--- src/rtl/mux_arb_pipe.sv ---
// rtl/mux_arb_pipe.sv - N-input valid/ready selector with fixed-select or round-robin grant and a registered output stage
//
// Ports:
//   clk, resetn          clock (rising edge), asynchronous active-low reset
//   in_data[N*WIDTH]     channel i at bits [i*WIDTH +: WIDTH]
//   in_valid[N]          per-channel valid
//   in_last[N]           end-of-burst marker (only with MUX_ARB_LOCK_EN)
//   in_ready[N]          per-channel ready, combinational
//   mode                 0 = fixed select via sel, 1 = round-robin
//   sel[SELW]            channel index used in mode 0
//   flush                synchronous clear of output stage, pointer and lock
//   out_data/out_src     registered beat and its source channel
//   out_valid/out_ready  registered valid, downstream ready
//
// Optional feature macro: MUX_ARB_LOCK_EN (round-robin burst lock on in_last)

module mux_arb_pipe #(
  parameter int WIDTH = 32,
  parameter int N     = 4,
  parameter int SELW  = 2
) (
  input  logic               clk,
  input  logic               resetn,
  input  logic [N*WIDTH-1:0] in_data,
  input  logic [N-1:0]       in_valid,
`ifdef MUX_ARB_LOCK_EN
  input  logic [N-1:0]       in_last,
`endif
  output logic [N-1:0]       in_ready,
  input  logic               mode,
  input  logic [SELW-1:0]    sel,
  input  logic               flush,
  output logic [WIDTH-1:0]   out_data,
  output logic [SELW-1:0]    out_src,
  output logic               out_valid,
  input  logic               out_ready
);

  logic [SELW-1:0]  ptr;
  logic [N-1:0]     grant;
  logic             can_accept;
  logic             xfer;
  logic [SELW-1:0]  gidx;
  logic [SELW-1:0]  ptr_next;
  logic [WIDTH-1:0] gdata;
`ifdef MUX_ARB_LOCK_EN
  logic             lock;
  logic             glast;
`endif

  // Grant vector, at most one bit set.
  always_comb begin
    logic found;
    int   pos;
    grant = '0;
    found = 1'b0;
    pos   = 0;
    if (!mode) begin
      // An out-of-range sel matches no channel, so nothing is granted.
      for (int i = 0; i < N; i++) begin
        grant[i] = (int'(sel) == i);
      end
    end else begin
      // Search ptr, ptr+1, ... wrapping modulo N; first valid wins.
      for (int k = 0; k < N; k++) begin
        pos = int'(ptr) + k;
        if (pos >= N) pos = pos - N;
        for (int i = 0; i < N; i++) begin
          if (!found && pos == i && in_valid[i]) begin
            grant[i] = 1'b1;
            found    = 1'b1;
          end
        end
      end
`ifdef MUX_ARB_LOCK_EN
      // While a burst is open, out_src still holds the locked channel since
      // only that channel can have transferred since the lock was taken.
      if (lock) begin
        for (int i = 0; i < N; i++) begin
          grant[i] = (int'(out_src) == i);
        end
      end
`endif
    end
  end

  assign can_accept = !out_valid || out_ready;
  assign in_ready   = grant & {N{can_accept && !flush}};
  assign xfer       = |(in_ready & in_valid);

  // Index and payload of the granted channel.
  always_comb begin
    gidx  = '0;
    gdata = '0;
`ifdef MUX_ARB_LOCK_EN
    glast = 1'b0;
`endif
    for (int i = 0; i < N; i++) begin
      if (grant[i]) begin
        gidx  = SELW'(i);
        gdata = in_data[i*WIDTH +: WIDTH];
`ifdef MUX_ARB_LOCK_EN
        glast = in_last[i];
`endif
      end
    end
  end

  // Explicit wrap so non-power-of-two N never lands on an unused index.
  assign ptr_next = (int'(gidx) == N - 1) ? '0 : gidx + SELW'(1);

  always_ff @(posedge clk or negedge resetn) begin
    if (!resetn) begin
      out_valid <= 1'b0;
      out_data  <= '0;
      out_src   <= '0;
      ptr       <= '0;
`ifdef MUX_ARB_LOCK_EN
      lock      <= 1'b0;
`endif
    end else if (flush) begin
      out_valid <= 1'b0;
      ptr       <= '0;
`ifdef MUX_ARB_LOCK_EN
      lock      <= 1'b0;
`endif
    end else begin
      if (xfer) begin
        // A new beat overwrites any beat draining this cycle: no bubble.
        out_data  <= gdata;
        out_src   <= gidx;
        out_valid <= 1'b1;
        if (mode) begin
`ifdef MUX_ARB_LOCK_EN
          if (!glast) begin
            lock <= 1'b1;
          end else begin
            lock <= 1'b0;
            ptr  <= ptr_next;
          end
`else
          ptr <= ptr_next;
`endif
        end
      end else if (out_ready) begin
        out_valid <= 1'b0;
      end
`ifdef MUX_ARB_LOCK_EN
      if (!mode) lock <= 1'b0;
`endif
    end
  end

endmodule

--- config.mk ---
export PLATFORM = sky130hd
export DESIGN_NAME = mux_arb_pipe
export DESIGN_NICKNAME = d
export VERILOG_FILES = /design/src/rtl/mux_arb_pipe.sv
export SDC_FILE = /design/constraint.sdc
export NUM_CORES = 1
export LEC_CHECK = 0
export BUFFER_PORTS_ARGS = -buffer_cell sky130_fd_sc_hd__buf_2
export CORE_UTILIZATION = 41
export CTS_CLUSTER_DIAMETER = 50
export CTS_CLUSTER_SIZE = 16
export DETAILED_ROUTE_END_ITERATION = 8
export PLACE_DENSITY = 0.92
export SLEW_MARGIN = 20
export SYNTH_ARGS = -nofsm -noshare
export SYNTH_HDL_FRONTEND = slang
export SYNTH_SLANG_ARGS = --single-unit
--- constraint.sdc ---
create_clock -name clk -period 2.6 [get_ports clk]
set_input_delay 0.26 -clock clk [delete_from_list [all_inputs] [get_ports clk]]
set_output_delay 0.26 -clock clk [all_outputs]
set_load 0.01 [all_outputs]
Word-level counts from Yosys, hierarchy flattened
Index checks and enable logic that the tools add are counted.
{"block": "classes", "order_cmp": 4, "bitwise_logic": 3, "n_reduce_logical": 61, "add_sub_neg": 8, "n_mux": 68, "eq_ne": 16}
{"op": "$mux W32", "count": 12}
{"op": "$eq A32 B3 Y1 const B", "count": 8}
{"op": "$eq A32 B2 Y1 const B", "count": 4}
{"op": "$logic_not A32 Y1", "count": 4}
{"op": "$mux W1", "count": 49}
{"op": "$logic_and A1 B1 Y1", "count": 32}
{"op": "$logic_not A1 Y1", "count": 17}
{"op": "$mux W2", "count": 6}
{"op": "$sub A3 B3 Y4 const B", "count": 3}
{"op": "$ge A3 B3 Y1 const B", "count": 3}
{"op": "$and A4 B4 Y4", "count": 2}
{"op": "$add A2 B2 Y3 const B", "count": 2}
{"op": "$eq A2 B1 Y1 const B", "count": 2}
{"op": "$eq A2 B2 Y1 const B", "count": 2}
{"op": "$mux W4", "count": 1}
{"op": "$reduce_and A2 Y1", "count": 2}
{"op": "$reduce_bool A2 Y1", "count": 2}
{"op": "$reduce_or A4 Y1", "count": 1}
{"op": "$sub A2 B3 Y4 const B", "count": 1}
{"op": "$add A2 B1 Y3 const B", "count": 1}
{"op": "$ge A2 B3 Y1 const B", "count": 1}
{"op": "$reduce_bool A3 Y1", "count": 1}
{"op": "$add A2 B1 Y2 const B", "count": 1}
{"op": "$logic_not A2 Y1", "count": 1}
{"op": "other kinds (2)", "count": 2}
{"block": "totals", "out_inout_bits": 39, "word_cells": 164, "ff_bits": 37, "in_bits": 139}

Logic depth before layout (Yosys ltp)
Gate-level depths: netlist of the first run.
{"block": "logic_depth", "word_depth": 90, "ltp_mapped": 9, "depth_no_buf": 6}

Least setup slack after synthesis of the first run
OpenSTA, ideal clock, no wires.
{"block": "synth_path", "path_type": "register to register", "startpoint": "reg ptr[1]", "endpoint": "reg out_src[0]", "synth_period_minus_slack_ns": 1.944, "path_stages_with_launch": 9, "t_required_ns": 2.475, "path_buffers": 2, "arrival_ns": 1.819, "setup_time_ns": 0.125, "setup_slack_ns": 0.656, "path_cell_list": "dfrtp_1 nand2b_1 a21oi_2 o21ai_1 a32o_1 buf_6 or2_1 buf_6 mux2_4"}
{"block": "synth_via", "elab_chain_len": 86, "word_cells_on_any_way": 134, "classes_between": "add/sub (7); order compare (4); eq/ne (12); mux (57); bitwise (2); reduce/logical (52)"}
{"element": "start: declaration", "line_no": "39", "rtl": "logic [SELW-1:0] ptr;"}
{"element": "start signal: assignment", "line_no": "142", "rtl": "ptr <= ptr_next;"}
{"element": "$sub A2 B3 Y4 / $ge A2 B3 Y1 (equally long branches)", "line_no": "67", "rtl": "if (pos >= N) pos = pos - N;"}
{"element": "$mux W32", "line_no": "67"}
{"element": "$mux W32", "line_no": "58", "rtl": "if (!mode) begin"}
{"element": "$logic_not A32 Y1", "line_no": "69", "rtl": "if (!found && pos == i && in_valid[i]) begin"}
{"element": "$logic_and A1 B1 Y1", "line_no": "69"}
{"element": "$mux W1", "line_no": "69"}
{"element": "$mux W1", "line_no": "58"}
{"element": "$logic_not A1 Y1", "line_no": "69"}
{"element": "(+69 left out)"}
{"element": "$logic_not A1 Y1", "line_no": "69"}
{"element": "$logic_and A1 B1 Y1 (2 in a row)", "line_no": "69"}
{"element": "$mux W1", "line_no": "69"}
{"element": "$mux W4 (*)", "line_no": "58"}
{"element": "$and A4 B4 Y4", "line_no": "88", "rtl": "assign in_ready = grant & {N{can_accept && !flush}};"}
{"element": "$and A4 B4 Y4", "line_no": "89", "rtl": "assign xfer = |(in_ready & in_valid);"}
{"element": "$reduce_or A4 Y1", "line_no": "89"}
{"element": "$reduce_and A2 Y1 (no source line)"}
{"element": "end signal: assignment", "line_no": "131", "rtl": "out_src <= gidx;"}
{"element": "end: declaration", "line_no": "34", "rtl": "output logic [SELW-1:0] out_src,"}
Every way passes the cells marked *; elsewhere a longest branch is shown, timed or not. The select of a mux whose other input is x is not followed.
A chain may end at the register's enable or synchronous reset.

Worst setup path after layout of the first run
{"block": "layout_path", "startpoint": "reg ptr[1]", "endpoint": "out in_ready[3]"}
{"block": "layout_via", "elab_chain_len": 83, "word_cells_on_any_way": 117, "classes_between": "add/sub (7); order compare (4); eq/ne (12); mux (43); bitwise (1); reduce/logical (50)"}
{"element": "$sub A2 B3 Y4 / $ge A2 B3 Y1 (equally long branches)", "line_no": "67"}
{"element": "$mux W32", "line_no": "67"}
{"element": "$mux W32", "line_no": "58"}
{"element": "$logic_not A32 Y1", "line_no": "69"}
{"element": "$logic_and A1 B1 Y1", "line_no": "69"}
{"element": "$mux W1", "line_no": "69"}
{"element": "$mux W1", "line_no": "58"}
{"element": "$logic_not A1 Y1", "line_no": "69"}
{"element": "(+65 left out)"}
{"element": "$logic_and A1 B1 Y1 (2 in a row)", "line_no": "69"}
{"element": "$mux W1", "line_no": "69"}
{"element": "$mux W1", "line_no": "58"}
{"element": "$logic_not A1 Y1", "line_no": "69"}
{"element": "$logic_and A1 B1 Y1 (2 in a row)", "line_no": "69"}
{"element": "$mux W1 (*)", "line_no": "69"}
{"element": "$mux W4 (*)", "line_no": "58"}
{"element": "$and A4 B4 Y4 (*)", "line_no": "88"}
{"element": "end: declaration", "line_no": "29", "rtl": "output logic [N-1:0] in_ready,"}
Marks and branches as above.

==> results.ini, run 1 <==
[setup_path]
arrival_ns=2.12
crit_fanout=21
cp_num_buf_inv=1
start_kind=register
worstPathRequired_ns=2.34
startpoint=ptr[1]$_DFFE_PN0P_
crit_chain=nand2b_1 -> a21oi_2 -> o31ai_4 -> and2_1 -> buf_2
worst-setup-path-type=reg -> out
max_stage_delay_ns=0.76
regToRegStartpoint=ptr[1]$_DFFE_PN0P_
end_kind=primary output
worst_path_max_delay_cell=o31ai_4
worst_path_dominant_cell_family=compound AO/OA/AOI/OAI gates

[power]
p_per_area_nw_per_um2=651.5
seq_power_share_pct=39.4
internal_power_uw=1440
combPwrFrac_pct=41.1
p_clk_share_pct=19.5
switchingPower_uw=778.9
swShare_pct=35.10
p_leak_uw=0.001595
peakVddDrop_v=0.0003090

[status]
status=complete, no violations

[detailed_routing]
wire_per_inst_um=15.07
vias=2859
drcViolationCount=0
drt-vias-per-instance=5.519
drt-total-wl_mm=7.807
ant_nets=0
initialDrtViolationCount=162
dr.pass1.iters=4

[clock_tree]
cts_setup_buffers=0
clkSlewWorstSetupHoldPaths_ns=0.07
ctsHoldBuffers=0
insertion_delay_ns=0.28
clkSinkCount=37
cts_buffers=5
cts_resized=0
cts-htree-levels=2
clk_path_buf_depth=2
cts-root-buf=clkbuf_8
tritoncts=yes

[sta]
setup_viol=0
fin_crit_ns=2.379
max_slew.worst_pin.slew_ns=0.8811
clock.fmax_mhz=420.3
post-route-period-util_pct=91.51
maxSlewHeadroom_pct=41.26
holdWs_ns=0.07251
rsz0062_at_grt=false
skew_ns=0.003717
finalSetupTns_ns=0
drv_slew=0
hold_viol=0

[logic_synthesis]
syn_avg_cell_area_um2=8.614
netlist_instances=277
ys_types=36
syn_nets=416
synth_seq_cells=37
ys_seq_area_share_pct=38.80
syn_area_um2=2386
synth_warnings=0

[cells_and_area]
final_common_cell=buf_2
drive_gt1_share_pct=45.52
areaGrowthSynthToFinish_pct=42.74
utilization_pct=61.10
finalNetCount=584
fill_cells=512
antenna_cells=0
mostFrequentLayoutCells=buf_2 (177), dfrtp_1 (37), nor3_1 (36)

[placement]
finalWeightedCongestion=0.9483
io_buffers=177
hpwl_mm=6.034

[global_routing]
grt_pass1_wl_mm=12.58
grt_max_degree=38
grt_pass1_vias=2892
grt_usage_pct=26.17
antenna_found_initial=0
overflow=0

[floorplan]
die_h_um=78.29
pin_count=178
start_util_pct=42.81
dieArea_um2=6129
die_w_um=78.29
core_area_um2=5574
rows=27

[worst_hold_path]
hold_class=in -> async

[job]
maxCapViolations=0

-- through the flow --
stage	instance area (um2)	cells	worst slack, ns	total power, uW
after global routing	3406	518	0.1157	2381
after detailed placement	3304	510	0.3086	1805
final	3406	518	0.2206	2219
after floorplan	2386	277	0.6556	1391
after global placement	3304	510	0.3960	1766
after CTS	3406	518	0.2222	2239
-- cells in the mapped netlist --
library cell  number  share of area (%)
nor2_1             7                1.1
nand2_1           33                5.2
o21ai_0            3               0.63
nand2b_1           6                1.6
a221oi_1          32                 12
a32o_1             1               0.42
inv_1              4               0.63
a31o_2             1               0.37
o22ai_2            1               0.52
o21ai_1            2               0.42
a21oi_1            6                1.3
clkbuf_1          18                2.8
nor3_1            36                7.6
and2_1             2               0.52
o21bai_1           1               0.31
o2111a_1           1               0.47
o211ai_1           1               0.31
mux2i_1            1               0.42
a31oi_1           32                8.4
mux2_4             1               0.63
o31ai_2            1               0.52
o221a_2            1               0.47
or3_1              1               0.26
and2b_1            4                1.3
o22ai_1            1               0.26
mux2_2             1               0.47
buf_2              1               0.21
or2_1              1               0.26
dfrtp_1           37                 39
buf_6              5                2.4
o21ba_2            1               0.42
nor2_4             1               0.47
nor2b_1           29                7.6
nand3b_1           1               0.31
a21oi_2            1               0.37
nor3b_1            2               0.63
-- worst reg2reg max path: cells and delay by family, from the launching register on --
kind / cells / cell delay [ns]
AO/OA/AOI/OAI: 4 / 0.78
AND/OR/NAND/NOR: 2 / 0.65
flip-flops: 1 / 0.46
buffers and inverters: 1 / 0.32
-- sequential cells by signal, summed over array words and instances (netlist names) --
signal,count
out_data,32
out_src,2
ptr,2
out_valid,1
-- routing by layer --
layer	vias to the layer above	global-route usage [%]	part of all wire (%)
met3	14	5.233	6.6
met4	0	10.74	1.8
met2	154	48.16	52
met1	1311	29.22	39
li1	1380	-	-
met5	-	0	0
-- final timing paths --
check	end	slack, ns	cells past startpoint
min	out_valid$_DFFE_PN0P_	0.07	1
min in group clk	out_data[14]$_DFFE_PN0P_	0.23	3
max	in_ready[3]	0.22	5
max reg2reg	out_data[23]$_DFFE_PN0P_	0.31	7
min reg2reg	out_src[1]$_DFFE_PN0P_	0.52	1
max in group asynchronous	out_data[12]$_DFFE_PN0P_	2.01	1
-- power groups by stage --
stage,registers (uW),logic [uW],clock network (uW)
2_1_floorplan,977,414,0
3_3_place_gp,875,891,0
3_5_place_dp,888,917,0
4_1_cts,877,918,444
5_1_grt,903,1010,473
6_report,875,911,433
-- cell type report --
class / instances / area [um2] / area share, %
multi-input combinational: 212 / 1328 / 38.98
clock buffer: 7 / 96.34 / 2.829
tap: 72 / 90.09 / 2.645
sequential: 37 / 925.9 / 27.19
clock inverter: 1 / 5.005 / 0.1470
inverter: 4 / 15.01 / 0.4409
timing repair buffer: 185 / 945.9 / 27.77
-- logic make-up after synthesis --
group	synth area share [%]
AOI/OAI and AO/OA	26.90
muxes	1.521
buffers and inverters	6.030
DFF	38.80
and+or+nand+nor	26.74
(Power assumes the default switching activity.)
==> run 2, diff against run 1 <==
==> constraint.sdc (replaced) <==
create_clock -name clk -period 2.6 [get_ports clk]
set_input_delay 0.52 -clock clk [delete_from_list [all_inputs] [get_ports clk]]
set_output_delay 0.52 -clock clk [all_outputs]
set_load 0.01 [all_outputs]
==> results.ini, run 2 (synthesis results as in run 1) <==
[detailed_routing]
wl_met3_um=543  ; +5.0%
initialDrtViolationCount=102  ; -37%
dr.max_layer_used=met4
wl_met2_mm=3.999  ; -2.3%
drcViolationCount=0  ; unchanged
ant_nets=0  ; unchanged
drt-vias-per-instance=5.591  ; +1.3%
dr.pass1.iters=6  ; +2
wire_per_inst_um=15.04  ; -0.18%
wl_met1_mm=3.233  ; +5.8%
vias=2913  ; +1.9%
drt-total-wl_mm=7.838  ; +0.40%

[sta]
maxSlewHeadroom_pct=43.72  ; +2.5 points
rsz0062_at_grt=false
fin_crit_ns=2.341  ; -0.03861 ns
finalSetupTns_ns=0  ; unchanged
max_slew.worst_pin.slew_ns=0.8442  ; -0.03696 ns
post-route-period-util_pct=90.03  ; -1.5 points
skew_ns=0.003149  ; -0.0005682 ns
clock.fmax_mhz=427.2  ; +1.6%
drv_slew=0  ; unchanged
hold_viol=0  ; unchanged
worst_slack_ns=0.2592  ; +0.03861 ns
setup_viol=0  ; unchanged

[setup_path]
arrival_ns=1.82  ; -0.30 ns
worst-setup-path-type=reg -> out
crit_fanout=8  ; -62%
max_stage_delay_ns=0.47  ; -0.29 ns
r2r_slack_ns=0.55  ; +0.24 ns
worstPathRequired_ns=2.08  ; -0.26 ns
regToRegStartpoint=ptr[1]$_DFFE_PN0P_
crit_chain=nand2b_1 -> a21oi_1 -> o22ai_1 -> a31o_2 -> and2_1 -> buf_2
start_kind=register
rr_worst_depth=6  ; -1
crit-reg2reg-capture=ptr[1]$_DFFE_PN0P_
worst_path_max_delay_cell=dfrtp_1
end_kind=primary output

[cells_and_area]
ff_latch_area_um2=925.9  ; unchanged
mostFrequentLayoutCells=buf_2 (177), dfrtp_1 (37), nor3_1 (36)
final_common_cell=buf_2
drive_gt1_share_pct=45.66  ; +0.14 points
antenna_cells=0  ; unchanged
final_cells=521  ; +0.58%
multi_input_area_um2=1328  ; unchanged
fill_cells=510  ; -0.39%
areaGrowthSynthToFinish_pct=43.37
finalNetCount=588  ; +0.68%
largest_reg_flops=32  ; unchanged
top_regs=out_data (32), out_src (2), ptr (2)
top_register=out_data

[global_routing]
grt_max_degree=38  ; unchanged
grt_pass1_wl_mm=12.39  ; -1.5%
antenna_found_initial=0  ; unchanged
grt_pass1_vias=2719  ; -6.0%
overflow=0  ; unchanged
grt_usage_pct=25.47  ; -0.70 points

[clock_tree]
cts_setup_buffers=0  ; unchanged
cts_resized=0  ; unchanged
cts-root-buf=clkbuf_8
insertion_delay_ns=0.28  ; about the same
clkSinkCount=37  ; unchanged
clkSlewWorstSetupHoldPaths_ns=0.07  ; about the same
cts_buffers=5  ; unchanged
clk_path_buf_depth=2  ; unchanged
tritoncts=yes
ctsHoldBuffers=0  ; unchanged
cts-htree-levels=2  ; unchanged

[job]
maxCapViolations=0  ; unchanged

[power]
switchingPower_uw=776.6  ; -0.29%
internal_power_uw=1418  ; -1.5%
peakVddDrop_v=0.0002818  ; -8.8%
total_power_uw=2195  ; -1.1%
seq_power_share_pct=39.7  ; +0.3 points
p_leak_uw=0.001605  ; +0.64%
combPwrFrac_pct=42.1  ; +1.0 points
p_per_area_nw_per_um2=641.6  ; -1.5%
swShare_pct=35.38  ; +0.28 points
p_clk_share_pct=18.2  ; -1.3 points

[floorplan]
die_w_um=78.29  ; unchanged
rows=27  ; unchanged
die_h_um=78.29  ; unchanged
dieArea_um2=6129  ; unchanged
core_area_um2=5574  ; unchanged
pin_count=178  ; unchanged
start_util_pct=42.81  ; unchanged

[status]
status=complete, no violations

[placement]
finalWeightedCongestion=0.9868  ; +4.1%
place.detailed.instances=514  ; +0.78%
hpwl_mm=5.983  ; -0.84%
place_ws_ns=0.4296  ; +0.1210 ns
io_buffers=177  ; unchanged

[worst_hold_path]
hold_class=in -> async

## run 2: cell types whose count changed in the layout (fill, tap and decap cells not counted)
cell	before	now
buf_4	8	12
clkbuf_1	0	1
clkbuf_8	7	6
clkinv_2	1	0
## run 2: per-layer routing
metal  global-route usage, %  vias to the layer above
met1                   31.44                     1357
met5                       0                        -
met4                   6.111                        0
met2                   46.23                      166
met3                   3.953                        6
li1                        -                     1384
## run 2: layout make-up
class                      instances  share of cell area [%]
clock buffer                       7                   2.524
inverter                           4                  0.4389
multi-input combinational        212                   38.81
sequential                        37                   27.07
tap                               72                   2.634
timing repair buffer             189                   28.53
## run 2: worst max-delay path: cells and delay by family (launching register included)
family	cells	cell delay (ns)
and+or+nand+nor	2	0.33
buffers and inverters	1	0.13
DFF	1	0.47
AOI/OAI and AO/OA	3	0.60
## run 2: through the flow
stage	instance area, um2	hold WS, ns	util, %
6_report	3421	0.3392	61.37
5_1_grt	3421	0.3978	61.37
4_1_cts	3421	0.3628	61.37
3_5_place_dp	3334	0.4866	59.82
3_3_place_gp	3334	0.4836	59.82
2_1_floorplan	2386	0.2244	-
## run 2: power by group through the flow
stage	clock network [uW]	registers, uW	logic [uW]
finish	400	870	924
floorplan	0	977	414
detailed placement	0	882	928
CTS	408	871	928
global route	434	897	1010
global placement	0	871	905
## run 2: how the worst max path moves through the flow
stage	startpoint	to
after CTS	ptr[0]$_DFFE_PN0P_	in_ready[2]
after global placement	out_ready	out_data[12]$_DFFE_PN0P_
after global routing	ptr[0]$_DFFE_PN0P_	in_ready[2]
after floorplan	mode	in_ready[3]
final	ptr[0]$_DFFE_PN0P_	in_ready[2]
after detailed placement	in_valid[2]	ptr[1]$_DFFE_PN0P_
==> run 3, diff against run 2 <==
==> config.mk (replaced) <==
export PLATFORM = sky130hd
export DESIGN_NAME = mux_arb_pipe
export DESIGN_NICKNAME = d
export VERILOG_FILES = /design/src/rtl/mux_arb_pipe.sv
export SDC_FILE = /design/constraint.sdc
export NUM_CORES = 1
export LEC_CHECK = 0
export CORE_AREA = 2 2 69 71
export CTS_CLUSTER_DIAMETER = 50
export CTS_CLUSTER_SIZE = 16
export DETAILED_ROUTE_END_ITERATION = 8
export DIE_AREA = 0 0 71 73
export DONT_BUFFER_PORTS = 1
export PLACE_DENSITY = 0.79
export SLEW_MARGIN = 20
export SYNTH_ARGS = -nofsm -noshare
export SYNTH_HDL_FRONTEND = slang
export SYNTH_SLANG_ARGS = --single-unit
==> results.ini, run 3 (synthesis results as in run 1) <==
[floorplan]
pin_count=178  ; unchanged
start_util_pct=52.61  ; +9.8 points
core_area_um2=4536  ; -19%
die_w_um=71  ; -9.3%
die_h_um=73  ; -6.8%
rows=25  ; -7.4%
dieArea_um2=5183  ; -15%

[detailed_routing]
initialDrtViolationCount=131  ; +28%
wl_met3_um=604  ; +11%
dr.max_layer_used=met4
wl_met1_mm=2.502  ; -23%
vias=2272  ; -22%
drt-vias-per-instance=6.948  ; +24%
wl_met2_mm=3.402  ; -15%
drcViolationCount=0  ; unchanged
wire_per_inst_um=20.36  ; +35%
ant_nets=0  ; unchanged
drt-total-wl_mm=6.658  ; -15%
dr.pass1.iters=5  ; -1

[global_routing]
grt_max_degree=38  ; unchanged
grt_usage_pct=24.37  ; -1.1 points
grt_pass1_wl_mm=9.984  ; -19%
grt_pass1_vias=2123  ; -22%
overflow=0  ; unchanged
antenna_found_initial=0  ; unchanged

[clock_tree]
clk_path_buf_depth=2  ; unchanged
tritoncts=yes
cts-root-buf=clkbuf_8
insertion_delay_ns=0.28  ; about the same
clkSinkCount=37  ; unchanged
cts_buffers=5  ; unchanged
cts-htree-levels=2  ; unchanged
clkSlewWorstSetupHoldPaths_ns=0.07  ; about the same

[setup_path]
worst-setup-path-type=reg -> out
worstPathRequired_ns=2.08  ; about the same
r2r_slack_ns=0.33  ; -0.22 ns
end_kind=primary output
crit-reg2reg-capture=out_data[3]$_DFFE_PN0P_
start_kind=register
regToRegStartpoint=ptr[0]$_DFFE_PN0P_
arrival_ns=1.80  ; -0.02 ns
rr_worst_depth=7  ; +1
crit_fanout=33  ; +25

[power]
peakVddDrop_v=0.0003537  ; +26%
p_per_area_nw_per_um2=790.1  ; +23%
total_power_uw=2019  ; -8.0%
p_leak_uw=0.0009279  ; -42%

[job]
maxCapViolations=0  ; unchanged

[sta]
hold_viol=0  ; unchanged
post-route-period-util_pct=89.37  ; -0.66 points
rsz0062_at_grt=false
maxSlewHeadroom_pct=56.74  ; +13 points
max_slew.worst_pin.slew_ns=0.6482  ; -0.1959 ns
fin_crit_ns=2.324  ; -0.01724 ns
drv_slew=0  ; unchanged
setup_viol=0  ; unchanged
clock.fmax_mhz=430.4  ; +0.74%
skew_ns=0.005175  ; +0.002026 ns
finalSetupTns_ns=0  ; unchanged

[status]
status=complete, no violations

[placement]
hpwl_mm=4.940  ; -17%
place.detailed.instances=318  ; -38%
io_buffers=0  ; -100%
finalWeightedCongestion=0.9175  ; -7.0%

[cells_and_area]
largest_reg_flops=32  ; unchanged
ff_latch_area_um2=925.9  ; unchanged
finalNetCount=411  ; -30%
final_cells=327  ; -37%
antenna_cells=0  ; unchanged
final_common_cell=dfrtp_1
multi_input_area_um2=1328  ; unchanged
mostFrequentLayoutCells=dfrtp_1 (37), nor3_1 (36), nand2_1 (33)
top_register=out_data
fill_cells=413  ; -19%
drive_gt1_share_pct=10.62  ; -35 points
top_regs=out_data (32), out_src (2), ptr (2)
areaGrowthSynthToFinish_pct=7.079

[worst_hold_path]
hold_class=in -> async

## run 3: cell types whose count changed in the layout (fill, tap and decap cells not counted)
cell | previous run | this run
buf_2 | 177 | 0
buf_12 | 0 | 1
buf_4 | 12 | 11
bufinv_16 | 0 | 1
## run 3: layout make-up
type	instances	share of cell area, %
inverter	4	0.5877
timing repair buffer	12	4.016
sequential	37	36.24
clock inverter	1	1.175
tap	54	2.644
clock buffer	7	3.379
multi-input combinational	212	51.96
## run 3: metrics by stage
| step | hold WS (ns) | cell area (um2) | utilization (%) | worst slack, ns |
|---|---|---|---|---|
| after detailed placement | 0.2257 | 2419 | 53.32 | 0.3249 |
| after global placement | 0.2255 | 2419 | 53.32 | 0.4361 |
| final | 0.07089 | 2555 | 56.33 | 0.2765 |
| after global routing | 0.07277 | 2555 | 56.33 | 0.1904 |
| after floorplan | 0.2244 | 2386 | - | 0.2925 |
| after CTS | 0.06859 | 2555 | 56.33 | 0.2969 |
## run 3: worst max path at each step
stage | start | end | slack [ns] | cells after the start
after floorplan | mode | in_ready[3] | 0.29 | 5
after global placement | in_valid[1] | out_data[12]$_DFFE_PN0P_ | 0.44 | 7
after detailed placement | in_valid[1] | out_data[3]$_DFFE_PN0P_ | 0.32 | 7
after CTS | ptr[1]$_DFFE_PN0P_ | in_ready[1] | 0.30 | 5
after global routing | ptr[1]$_DFFE_PN0P_ | in_ready[1] | 0.19 | 5
final | ptr[1]$_DFFE_PN0P_ | in_ready[1] | 0.28 | 5
## run 3: what timing repair did
item / 4_1_cts / 5_1_grt
buffers inserted: 0 / 0
setup endpoints to repair: 0 / 0
endpoints found under the hold margin: 37 / 0
hold buffers: 1 / 0
gates resized for setup: 0 / 0
## run 3: worst max-delay path, cell delays in order, from the launching register on
cell	delay, ns
dfrtp_1	0.48
a21oi_1	0.10
o2111a_1	0.31
nor2_4	0.14
buf_4	0.34
nor2_1	0.15
## run 3: metal layers
layer  track usage (%)  up-vias
met5                 0        -
met4             9.853        0
met2             42.06      140
met3             5.939       14
met1             29.35     1083
li1                  -     1035
## run 3: power by group
group	switching, uW	total [uW]	leakage [uW]	internal [uW]
Clock	196	509	0.0000585	313
Combinational	258	495	0.000443	237
Sequential	244	1020	0.000427	771
